$ cat src/rtl/pipeline_hazard_ctrl.sv
// pipeline_hazard_ctrl: stall/flush control for a 5-stage pipeline with load-use, branch and multi-cycle memory handling
module pipeline_hazard_ctrl #(
  parameter int TIMEOUT = 200,
  parameter int CNT_W   = 8
) (
  input  logic        clk,
  input  logic        rst,
  input  logic [4:0]  IFID_rs1,
  input  logic [4:0]  IFID_rs2,
  input  logic        IFID_uses_rs1,
  input  logic        IFID_uses_rs2,
  input  logic        IDEX_MemRead,
  input  logic [4:0]  IDEX_rd,
  input  logic        EX_branch_taken,
  input  logic        EXMEM_MemRead,
  input  logic        EXMEM_MemWrite,
  input  logic        dmem_ack,
  output logic        dmem_req,
  output logic        pc_stall,
  output logic        IFID_stall,
  output logic        IFID_flush,
  output logic        IDEX_stall,
  output logic        IDEX_flush,
  output logic        EXMEM_stall,
  output logic        MEMWB_flush,
  output logic        mem_timeout,
  output logic [31:0] stall_cnt
);
  typedef enum logic [1:0] {RUN, MEM_WAIT, ERROR} state_t;
  state_t           state, state_n;
  logic [CNT_W-1:0] wait_cnt, cnt_n;
  logic             timeout_n, memop, err, mem_busy, hold, load_use, ack_ok;
  always_comb begin
    memop     = EXMEM_MemRead | EXMEM_MemWrite;
    err       = ~rst & (state == ERROR);
    dmem_req  = ~rst & (state != ERROR) & memop;
    ack_ok    = dmem_req & dmem_ack;
    mem_busy  = dmem_req & ~dmem_ack;
    hold      = mem_busy | err;
    load_use  = ~rst & IDEX_MemRead & (|IDEX_rd) &
                ((IFID_uses_rs1 & (IFID_rs1 == IDEX_rd)) | (IFID_uses_rs2 & (IFID_rs2 == IDEX_rd)));
    // a taken branch makes the ID instruction wrong-path, so it beats load-use
    pc_stall    = hold | (~EX_branch_taken & load_use);
    IFID_stall  = pc_stall;
    IDEX_stall  = hold;
    EXMEM_stall = hold;
    MEMWB_flush = rst | hold;
    IFID_flush  = rst | (~hold & EX_branch_taken);
    IDEX_flush  = rst | (~hold & (EX_branch_taken | load_use));
  end
  always_comb begin
    state_n   = state;
    cnt_n     = wait_cnt;
    timeout_n = mem_timeout;
    if (state == RUN && mem_busy) begin
      state_n = MEM_WAIT;
      cnt_n   = CNT_W'(1);
    end else if (state == MEM_WAIT) begin
      state_n   = ack_ok ? RUN : (wait_cnt == CNT_W'(TIMEOUT - 1)) ? ERROR : MEM_WAIT;
      cnt_n     = ack_ok ? '0 : wait_cnt + CNT_W'(1);
      timeout_n = mem_timeout | (~ack_ok & (wait_cnt == CNT_W'(TIMEOUT - 1)));
    end
  end
  always_ff @(posedge clk or posedge rst) begin
    if (rst) begin
      state       <= RUN;
      wait_cnt    <= '0;
      mem_timeout <= 1'b0;
      stall_cnt   <= '0;
    end else begin
      state       <= state_n;
      wait_cnt    <= cnt_n;
      mem_timeout <= timeout_n;
      stall_cnt   <= (pc_stall && !(&stall_cnt)) ? stall_cnt + 32'd1 : stall_cnt;
    end
  end
endmodule

$ cat config.mk
export PLATFORM = sky130hd
export DESIGN_NAME = pipeline_hazard_ctrl
export DESIGN_NICKNAME = d
export VERILOG_FILES = /design/src/rtl/pipeline_hazard_ctrl.sv
export SDC_FILE = /design/constraint.sdc
export NUM_CORES = 1
export LEC_CHECK = 0
export ABC_AREA = 1
export BUFFER_PORTS_ARGS = -buffer_cell sky130_fd_sc_hd__buf_2
export CAP_MARGIN = 20
export CORE_AREA = 4 4 84 86
export DETAILED_ROUTE_END_ITERATION = 10
export DIE_AREA = 0 0 88 90
export PLACE_DENSITY = 0.79
export SYNTH_ARGS = -nofsm -noshare
export SYNTH_HDL_FRONTEND = slang
export SYNTH_SLANG_ARGS = --single-unit
$ cat constraint.sdc
create_clock -name clk -period 3.7 [get_ports clk]
set_input_delay 1.11 -clock clk [delete_from_list [all_inputs] [get_ports clk]]
set_output_delay 1.11 -clock clk [all_outputs]
set_load 0.03 [all_outputs]
==> results.md, run 1 <==
- Status: finished, final reports clean
- Setup violators final: 0
- Htree depth: 2
- Power Internal: 762 uW
- Critical path type: primary input to output port
- Clk pwr share: 0.331
- Final slew viol count: 0
- Largest net degree at the start of global routing: 47
- CP startpoint: rst
- Reg2reg end: stall_cnt[30]
- Final HPWL DP: 5.54 mm
- Number of placement rows: 29
- Fill cells: 622
- Vias in the first global route: 2706
- Period utilization: 0.889
- Ratio of cells with drive above 1 in the final layout: 0.188
- Grt met1 use: 0.248
- Cts repair resizes: 0
- Clk_lat worst skew: 300 ps
- Global routing's busiest layer: met2
- Syn Area/Cell: approximately 6.6 sq um
- Yosys warning total: 0
- Num CTS Buffers: 5
- CTS tree: yes
- Hold Vio Cnt, Final: 0
- Critical path depth: 10
- Commonest non-fill, non-tap cells in the layout: 174 x nand2_1, 64 x inv_1, 64 x buf_2
- Critical path destination: IDEX_flush
- Max Cap Viol: 0
- CP Launch Type: primary input
- #FFs+latches synth: between 40 and 50
- Fin cells: 608
- Sw Ratio: 0.316
- Register share of total power: 0.468
- CP delay by family, top: buffers and inverters
- Post-route DRC violation count: 0
- Worst path slowest cell: buf_2
- Largest stage delay, worst path: 200 ps
- Buf+Inv Stages, Crit Path: 4
- Critical Path AT: roughly 2200 ps
- Most used cell, CP: buf_2
- GRT met2 Usage: 0.310
- Clock buffer depth: 2
- Final setup TNS: 0 ps
- Post-synthesis sequential area ratio: 0.348
- Comb pwr share: 0.200
- IO Pins: 65
- Synth Cell Area: between 3000 and 4000 sq um
- First-pass GRT wire length: roughly 12 mm
- Placed Cells: 600
- Die Wd: 88 um
- Hold crit path type: flip-flop to flip-flop
- M3 GR Usage: 0.0329
- Initial antenna violation count: 0
- Wire length per cell: 11.9 um
- Starting Density: 0.492
- RSZ-0062 raised after global routing: no
- Remaining global-route overflow: 0
- Final GP Congestion: 0.958
- Fin area: 3560 sq um
- Nature of the critical path endpoint: output port
- Worst Path Required: 2590 ps
- Psw: between 300 and 400 uW
- # Post-CTS Setup Buffers: 0
- Detailed Routing Iterations Pass 1: 4
- R2R cell count: 10
- Post-route ant nets: 0
- Core Util, Final: 0.567
- Fmax: 304 MHz
- Clk pin slew, worst setup/hold paths: 80 ps
- Tmin final: 3290 ps
- Tot GR Track Use: 0.186
- Vias per cell: around 5.0
- Hold buffer count at CTS: 0
- Pwr/cell area: 313 nW/um^2
- Pleak: 0.00198 uW
- Hold slack: 473 ps
- Flop-to-flop setup slack: 1670 ps
- Layout net count: 556
- Most common cell after layout, fill and taps aside: nand2_1
- RR Startpoint: state[1]
- Mapped Cells: 467
- Routed vias: around 3000
- Die Y: 90 um
- CP max FO: 4
- CTS root buf: clkbuf_8
- Syn nets: 493
- Clk sink count: 43
- Post-synth cell types: 30
- CP cell instances: buf_2 -> inv_12 -> o21ai_1 -> nor2_4 -> nand2_2 -> o21ai_4 -> inv_2 -> nand2_1 -> nand3_1 -> buf_2
- Initial drt markers: 140
- Number of diodes: 0
- Hold Crit Depth: 2
- Worst Tran Pin Value: approximately 570 ps
- Final WL: 7.26 mm
- Port buffer count: 64
- Slew margin rel.: 0.622
- Area delta synth->final: 15.3%
- Core footprint: between 6000 and 7000 sq um
- Post-Route Skew: 6.03 ps
- Placed cell area: approximately 3400 sq um
- Worst VDD drop: between 200 and 250 uV
- DIE AREA: 7920 sq um
-- sequential cells by signal, summed over array words and instances (netlist names) --
register     cells
mem_timeout      1
wait_cnt         8
state            2
stall_cnt       32
-- synth_stat cells --
master    count  area share
nand2_1     175        0.21
inv_1        64       0.078
nand3_1      56       0.091
nor2_1       46       0.056
dfrtp_1      43        0.35
xor2_1       11       0.031
nor3_1        8       0.013
buf_6         7       0.026
o21ai_0       5      0.0081
xnor2_1       5       0.014
inv_2         4      0.0049
nand2_2       4      0.0081
nand3b_1      4      0.0097
nand4_1       4      0.0081
a21oi_1       3      0.0049
nand2_4       3       0.011
nor2_4        3       0.011
nor3_2        3      0.0097
o22ai_1       3      0.0061
buf_4         2      0.0049
ha_1          2      0.0081
nand3_4       2       0.011
nor2_2        2      0.0040
or2_2         2      0.0040
a31oi_1       1      0.0020
buf_2         1      0.0016
nor2_8        1      0.0065
nor3b_1       1      0.0024
o21ai_1       1      0.0016
o21ai_2       1      0.0028
-- layout make-up --
class,count,area (sq um),area share
Sequential cell,43,1080,0.302
Clock buffer,5,68.8,0.0193
Timing Repair Buffer,66,335,0.0941
Clock inverter,3,43.8,0.0123
Inverter,68,268,0.0752
Tap cell,77,96.3,0.0270
Multi-Input combinational cell,346,1670,0.470
-- routing by layer --
metal | routed length (um) | vias to the layer above | share of wire
li1 | - | 1570 | -
met1 | 3300 | 1402 | 0.45
met2 | 3570 | 59 | 0.49
met3 | 310 | 6 | 0.043
met4 | 72 | 0 | 0.0099
met5 | 0 | - | 0
-- cells by family after synthesis --
logic type                 count (synthesis)  share of synthesized area
buffers and inverters                     78                      0.115
AOI/OAI and AO/OA                         14                     0.0255
adders and majority gates                  2                    0.00810
and+or+nand+nor                          314                      0.458
xor gates and xnor gates                  16                     0.0454
DFF                                       43                      0.348
-- power groups by stage --
stage	sequential, uW	combinational (uW)	clock, uW
after global routing	527	244	395
final	522	223	370
after global placement	530	219	0
after CTS	522	226	377
after floorplan	571	124	0
after detailed placement	531	225	0
-- worst min path at each step --
stage	from	to	slack [ps]
after detailed placement	mem_timeout	mem_timeout	460
final	mem_timeout	mem_timeout	470
after global placement	mem_timeout	mem_timeout	440
after CTS	mem_timeout	mem_timeout	480
after global routing	mem_timeout	mem_timeout	490
after floorplan	state[1]	state[1]	470
-- worst min-delay path, cell delays in order, from the launching register on --
cell     delay, ps
dfrtp_1        340
inv_1           40
nand2_1         60
-- stage by stage --
| step | setup WS (ps) | total power [uW] |
|---|---|---|
| 2_1_floorplan | 31.9 | 695 |
| 3_3_place_gp | 417 | 749 |
| 3_5_place_dp | 395 | 757 |
| 4_1_cts | 395 | 1130 |
| 5_1_grt | 285 | 1170 |
| 6_report | 412 | 1110 |
No activity file was read; power rests on OpenSTA's default activity.
==> run 2: changes to the inputs <==
- PLACE_DENSITY: 0.79 -> 0.77
- clock period: 3.7 -> 3.8 ns (I/O delays scaled with it)
==> run 2 against run 1 <==
  * Sequential share of layout area down 0.15 points
  * Global-route usage down 0.31 points
  * Worst hold slack worse by 6.3 ps
  * Critical path depth unchanged
  * Total power up 2.8%
  * First-iteration DRC count down 1.4%
  * Critical path type unchanged
==> results.md, run 2 (synthesized netlist as in run 1, its figures left out) <==
- Status: finished, final reports clean (unchanged)
- CTS tree: yes (unchanged)
- Cts repair resizes: 0 (unchanged)
- Area delta synth->final: 15.9% (was 15.3%)
- Wire length per cell: 11.7 um (was 11.9 um)
- Starting Density: 0.492 (unchanged)
- Critical path type: primary input to output port (unchanged)
- Core footprint: 6280 sq um (unchanged)
- Critical Path AT: 2240 ps (was 2180 ps)
- Placement Setup Slack: 409 ps (was 395 ps)
- Post-Route Skew: 7.20 ps (was 6.03 ps)
- Flop-to-flop setup slack: 1790 ps (was 1670 ps)
- Number of diodes: 0 (unchanged)
- Psw: 337 uW (was 353 uW)
- Clk pin slew, worst setup/hold paths: 80 ps (about the same)
- Die Y: 90 um (unchanged)
- Number of placement rows: 29 (unchanged)
- Hold buffer count at CTS: 0 (unchanged)
- Final GP Congestion: 0.872 (was 0.958)
- Ratio of cells with drive above 1 in the final layout: 0.185 (was 0.188)
- Setup violators final: 0 (unchanged)
- GRT met2 Usage: 0.307 (was 0.310)
- Layout net count: 556 (unchanged)
- Hold path startpoint: mem_timeout (unchanged)
- Vias in the first global route: 2742 (was 2706)
- Worst VDD drop: 208 uV (was 217 uV)
- Pleak: 0.00199 uW (was 0.00198 uW)
- Num CTS Buffers: 5 (unchanged)
- DIE AREA: 7920 sq um (unchanged)
- Final WS setup: 418 ps (was 412 ps)
- # Post-CTS Setup Buffers: 0 (unchanged)
- Final HPWL DP: 5.40 mm (was 5.54 mm)
- Most common cell after layout, fill and taps aside: nand2_1 (unchanged)
- Hold Vio Cnt, Final: 0 (unchanged)
- Placed cell area: 3450 sq um (about the same)
- Port buffer count: 64 (unchanged)
- Initial antenna violation count: 0 (unchanged)
- Worst Path Required: 2660 ps (was 2590 ps)
- Post-route DRC violation count: 0 (unchanged)
- RSZ-0062 raised after global routing: no (unchanged)
- Clk_lat worst skew: 300 ps (about the same)
- Max Cap Viol: 0 (unchanged)
- Max reg flops: 32 (unchanged)
- IO Pins: 65 (unchanged)
- Final setup TNS: 0 ps (unchanged)
- Tot GR Track Use: 0.183 (was 0.186)
- Placed Cells: 600 (unchanged)
- Commonest non-fill, non-tap cells in the layout: 175 x nand2_1, 64 x inv_1, 64 x buf_2 (was 174 x nand2_1, 64 x inv_1, 64 x buf_2)
- Power Internal: 809 uW (was 762 uW)
- Nature of the critical path endpoint: output port (unchanged)
- Vias per cell: 4.98 (was 5.00)
- Sw Ratio: 0.294 (was 0.316)
- Final slew viol count: 0 (unchanged)
- Global routing's busiest layer: met2 (unchanged)
- Initial drt markers: 138 (was 140)
- Top flop regs: stall_cnt x32, wait_cnt x8, state x2 (unchanged)
- CP Launch Type: primary input (unchanged)
- Detailed Routing Iterations Pass 1: 4 (unchanged)
- Remaining global-route overflow: 0 (unchanged)
- Largest net degree at the start of global routing: 47 (unchanged)
- M3 GR Usage: 0.0283 (was 0.0329)
- CP max FO: 4 (unchanged)
- CP startpoint: rst (unchanged)
- Clock buffer depth: 2 (unchanged)
- Hold slack: 466 ps (was 473 ps)
- Hold crit path type: flip-flop to flip-flop (unchanged)
- Final WL: 7.12 mm (was 7.26 mm)
- Clk pwr share: 0.370 (was 0.331)
- Fin cells: 608 (unchanged)
- Period utilization: 0.890
- Pwr/cell area: 320 nW/um^2 (was 313 nW/um^2)
- Routed vias: 3028 (was 3037)
- Htree depth: 2 (unchanged)
- Fmax: 296 MHz
- Register share of total power: 0.443 (was 0.468)
- First-pass GRT wire length: 11.8 mm (was 12.1 mm)
- Tmin final: approximately 3400 ps
- Clk sink count: 43 (unchanged)
- RR Startpoint: state[1] (unchanged)
- Grt met1 use: 0.242 (was 0.248)
- Worst Tran Pin Value: 565 ps (was 567 ps)
- Largest register by flop count: stall_cnt (unchanged)
- Fin area: 3580 sq um (was 3560 sq um)
- Die Wd: 88 um (unchanged)
- Post-route ant nets: 0 (unchanged)
- Comb pwr share: 0.186 (was 0.200)
- Slew margin rel.: 0.623 (was 0.622)
- CTS root buf: clkbuf_8 (unchanged)
==> run 2: cell types whose count changed in the layout (fill, tap and decap cells not counted) <==
cell	change
bufinv_16	+1
clkbuf_1	+1
clkinv_2	-1
clkinv_4	-1
nand2_1	+1
nand2_2	-1
==> run 2: power groups by stage <==
stage               Clock, uW  Combinational, uW  Sequential, uW
floorplan                   0                120             556
global placement            0                212             517
detailed placement          0                218             517
CTS                       435                218             508
global route              453                235             513
finish                    425                214             508
==> run 2: final timing paths <==
kind,endpoint,cells past startpoint
setup / recovery,IDEX_flush,10
hold / removal,mem_timeout,2
setup reg to reg,stall_cnt[15],10
hold reg to reg,mem_timeout,2
max in group asynchronous,stall_cnt[2],3
min in group asynchronous,stall_cnt[30],3
==> run 2: stage by stage <==
step / total power (uW) / utilization
2_1_floorplan: 677 / -
3_3_place_gp: 728 / 0.549
3_5_place_dp: 735 / 0.549
4_1_cts: 1160 / 0.570
5_1_grt: 1200 / 0.570
6_report: 1150 / 0.570
==> run 2: area by class of cell <==
type	instances	area, sq um
Timing Repair Buffer	66	335
Inverter	68	268
Fill cell	600	2700
Sequential cell	43	1080
Clock inverter	2	60.1
Clock buffer	6	72.6
Multi-Input combinational cell	346	1670
Tap cell	77	96.3
==> run 2: metal layers <==
layer  part of all wire  wire [um]
met5                  0          0
met4              0.010         72
met3              0.040        287
met2               0.51       3630
met1               0.44       3130
==> run 2: critical path: stages <==
cell,delay [ps]
buf_2,200
inv_12,30
o21ai_1,130
nor2_4,70
nand2_1,130
o21ai_4,80
inv_2,100
nand2_1,70
nand3_1,80
buf_2,200
==> run 3: changes to the inputs <==
- ABC_AREA: 1 -> 0
- CORE_AREA: 4 4 84 86 -> 4 4 76 78
- CTS_BUF_LIST: not set -> sky130_fd_sc_hd__clkbuf_8
- DIE_AREA: 0 0 88 90 -> 0 0 80 82
- PLACE_DENSITY: 0.77 -> 0.78
==> run 3 against run 2 <==
  * Global-route usage decreased by 2.0 points
  * Synthesized area decreased by 20%
  * Synthesized cell count shrank 47%
  * Total power is 2.2% lower
  * Sequential power increased by 8.3%
  * Critical path type unchanged
==> results.md, run 3 <==
- Status: finished, final reports clean (unchanged)
- Max Cap Viol: 0 (unchanged)
- Synth top cells by count: 43 x dfrtp_1, 26 x nand2_1, 26 x xor2_1, 18 x nor2_1, 17 x nand3_1 (was 175 x nand2_1, 64 x inv_1, 56 x nand3_1, 46 x nor2_1, 43 x dfrtp_1)
- CP cell instances: buf_2 -> or4_1 -> o21ai_1 -> a21oi_2 -> nand2_2 -> inv_1 -> buf_2 (was buf_2 -> inv_12 -> o21ai_1 -> nor2_4 -> nand2_1 -> o21ai_4 -> inv_2 -> nand2_1 -> nand3_1 -> buf_2)
- Area delta synth->final: 19.1% (was 15.9%)
- Nature of the critical path endpoint: output port (unchanged)
- Hold Crit Depth: 1 (was 2)
- Core footprint: 5070 sq um (was 6280 sq um)
- Synth Cell Area: 2460 sq um (was 3090 sq um)
- Hold path startpoint: mem_timeout (unchanged)
- Count leader, synth: dfrtp_1 (was nand2_1)
- Syn Area/Cell: 9.95 sq um (was 6.62 sq um)
- Fill cells: 457 (was 600)
- Slew margin rel.: 0.646 (was 0.623)
- Cts repair resizes: 0 (unchanged)
- Tmin final: 3570 ps (was 3380 ps)
- Placed cell area: 2830 sq um (was 3450 sq um)
- Initial drt markers: 64 (was 138)
- Post-synthesis sequential area ratio: 0.438 (was 0.348)
- #FFs+latches synth: 43 (unchanged)
- First-pass GRT wire length: 8.32 mm (was 11.8 mm)
- Pwr/cell area: 383 nW/um^2 (was 320 nW/um^2)
- Worst VDD drop: 170 uV (was 208 uV)
- Top_reg_cell synth: dfrtp_1 (unchanged)
- Post-route ant nets: 0 (unchanged)
- Clock buffer depth: 2 (unchanged)
- Syn nets: 273 (was 493)
- Worst Tran Pin Value: 531 ps (was 565 ps)
- Register share of total power: 0.491 (was 0.443)
- Yosys top cell area share: 0.438 (was 0.348)
- Flop-to-flop setup slack: 1600 ps (was 1790 ps)
- Top flop regs: stall_cnt x32, wait_cnt x8, state x2 (unchanged)
- Vias in the first global route: 1904 (was 2742)
- Layout net count: 338 (was 556)
- Area leader, netlist: dfrtp_1 (unchanged)
- Clk_lat worst skew: 300 ps (about the same)
- Fmax: 280 MHz (was 296 MHz)
- Buf+Inv Stages, Crit Path: 3 (was 4)
- Psw: 342 uW (was 337 uW)
- Sw Ratio: 0.305 (was 0.294)
- Commonest non-fill, non-tap cells in the layout: 64 x buf_2, 43 x dfrtp_1, 26 x nand2_1, 26 x xor2_1, 18 x nor2_1 (was 175 x nand2_1, 64 x inv_1, 64 x buf_2)
- Largest stage delay, worst path: 550 ps (was 200 ps)
- Worst Path Required: 2660 ps (about the same)
- Remaining global-route overflow: 0 (unchanged)
- Yosys warning total: 0 (unchanged)
- DIE AREA: 6560 sq um (was 7920 sq um)
- Hold buffer count at CTS: 0 (unchanged)
- CP Launch Type: primary input (unchanged)
- Starting Density: 0.484 (was 0.492)
- CP max FO: 3 (was 4)
- Final GP Congestion: 0.792 (was 0.872)
- R2R cell count: 6 (was 10)
- Initial antenna violation count: 0 (unchanged)
- IO Pins: 65 (unchanged)
- Simple-gate share of the synthesized area: 0.293 (was 0.458)
- Most area-consuming cells after synthesis: dfrtp_1 44%, xor2_1 9.3%, xnor2_1 5.3% (was dfrtp_1 35%, nand2_1 21%, nand3_1 9.1%)
- CTS tree: yes (unchanged)
- Critical path type: primary input to output port (unchanged)
- RR Startpoint: stall_cnt[0] (was state[1])
- Setup violators final: 0 (unchanged)
- Hold Vio Cnt, Final: 0 (unchanged)
- Mapped Cells: 247 (was 467)
- Clk pwr share: 0.302 (was 0.370)
- Post-synth cell types: 45 (was 30)
- Post-synth EDFFs: 0 (unchanged)
- Post-synth ARST share: 1.00 (unchanged)
- Hold crit path type: flip-flop to flip-flop (unchanged)
- Period utilization: 0.940 (was 0.890)
- Die Wd: 80 um (was 88 um)
- Reg2reg end: stall_cnt[20] (was stall_cnt[15])
- Largest family of logic cells by synthesized area: simple AND/OR/NAND/NOR gates (unchanged)
- Num CTS Buffers: 5 (unchanged)
- Ratio of cells with drive above 1 in the final layout: 0.321 (was 0.185)
- Hold slack: 476 ps (was 466 ps)
- CTS root buf: clkbuf_8 (unchanged)
- Power Internal: 779 uW (was 809 uW)
- Core Util, Final: 0.577 (was 0.570)
- Most used cell, CP: buf_2
- Number of placement rows: 26 (was 29)
- Post-layout power: 1120 uW (was 1150 uW)
- Htree depth: 2 (unchanged)
- Post-synthesis xor/xnor area fraction: 0.146 (was 0.0454)
- Worst path slowest cell: or4_1 (was buf_2)
- Final WL: 4.95 mm (was 7.12 mm)
- Hold EP: mem_timeout (unchanged)
- Vias per cell: 5.18 (was 4.98)
- Largest register by flop count: stall_cnt (unchanged)
- Clk pin slew, worst setup/hold paths: 70 ps (was 80 ps)
- Largest net degree at the start of global routing: 44 (was 47)
- CP delay by family, top: simple AND/OR/NAND/NOR gates (was buffers and inverters)
- Multi-input gate area: 1300 sq um (was 1670 sq um)
- Pleak: 0.00152 uW (was 0.00199 uW)
- Synth Area in Compound Gates: 0.0718 (was 0.0255)
- Mux share of post-synthesis cell area: 0.00611 (was 0)
- Detailed Routing Iterations Pass 1: 4 (unchanged)
- Synth Area in Adders: 0.0102 (was 0.00810)
- Final slew viol count: 0 (unchanged)
- Fin area: 2930 sq um (was 3580 sq um)
- Routed vias: 1980 (was 3028)
- Port buffer count: 64 (unchanged)
- Tot GR Track Use: 0.163 (was 0.183)
- Number of diodes: 0 (unchanged)
- Wire length per cell: 12.9 um (was 11.7 um)
- Die Y: 82 um (was 90 um)
- Post-route DRC violation count: 0 (unchanged)
- Critical Path AT: 2430 ps (was 2240 ps)
- Max reg flops: 32 (unchanged)
- Most common cell after layout, fill and taps aside: buf_2 (was nand2_1)
- Sequential cell area: 1080 sq um (unchanged)
- Final HPWL DP: 3.76 mm (was 5.40 mm)
- RSZ-0062 raised after global routing: no (unchanged)
- # Post-CTS Setup Buffers: 0 (unchanged)
- Post-Route Skew: 6.80 ps (was 7.20 ps)
- Comb pwr share: 0.207 (was 0.186)
- Clk sink count: 43 (unchanged)
run 3: cells by family after synthesis:
family / count (synthesis)
mux: 1
xor+xnor: 41
fa+ha+maj: 2
buf+inv: 14
simple gates: 121
flops: 43
compound gates: 25
run 3: final cells by class:
type,instances,share of cell area
clock buffer,5,0.0235
clock inverter,2,0.0115
inverter,6,0.00897
multi-input combinational,190,0.444
sequential,43,0.368
tap,70,0.0299
timing repair buffer,66,0.115
run 3: per-layer routing:
metal  track usage  wire, um  vias up
met1         0.197      2170      919
li1              -         -      996
met4        0.0760       100        0
met3        0.0406       328        6
met5             0         0        -
met2         0.273      2340       59
run 3: how the worst max path moves through the flow:
stage                           from          to  slack (ps)  cells past startpoint
final                     IDEX_rd[1]    pc_stall         230                      7
after global routing      IDEX_rd[1]    pc_stall         160                      7
after CTS                 IDEX_rd[1]    pc_stall         230                      7
after detailed placement  IDEX_rd[1]    pc_stall         230                      7
after global placement    IDEX_rd[1]  IFID_stall         240                      7
after floorplan                  rst    pc_stall         -70                      6
run 3: through the flow:
stage,setup slack (ps),TNS [ps],instances
finish,227,0,382
floorplan,-69.1,-69.1,247
detailed placement,228,0,375
CTS,226,0,382
global route,163,0,382
global placement,239,0,375
run 3: power by group through the flow:
stage / registers [uW] / clock network, uW / logic (uW)
3_5_place_dp: 559 / 0 / 235
5_1_grt: 557 / 370 / 256
3_3_place_gp: 558 / 0 / 230
6_report: 550 / 338 / 232
2_1_floorplan: 590 / 0 / 130
4_1_cts: 550 / 348 / 236
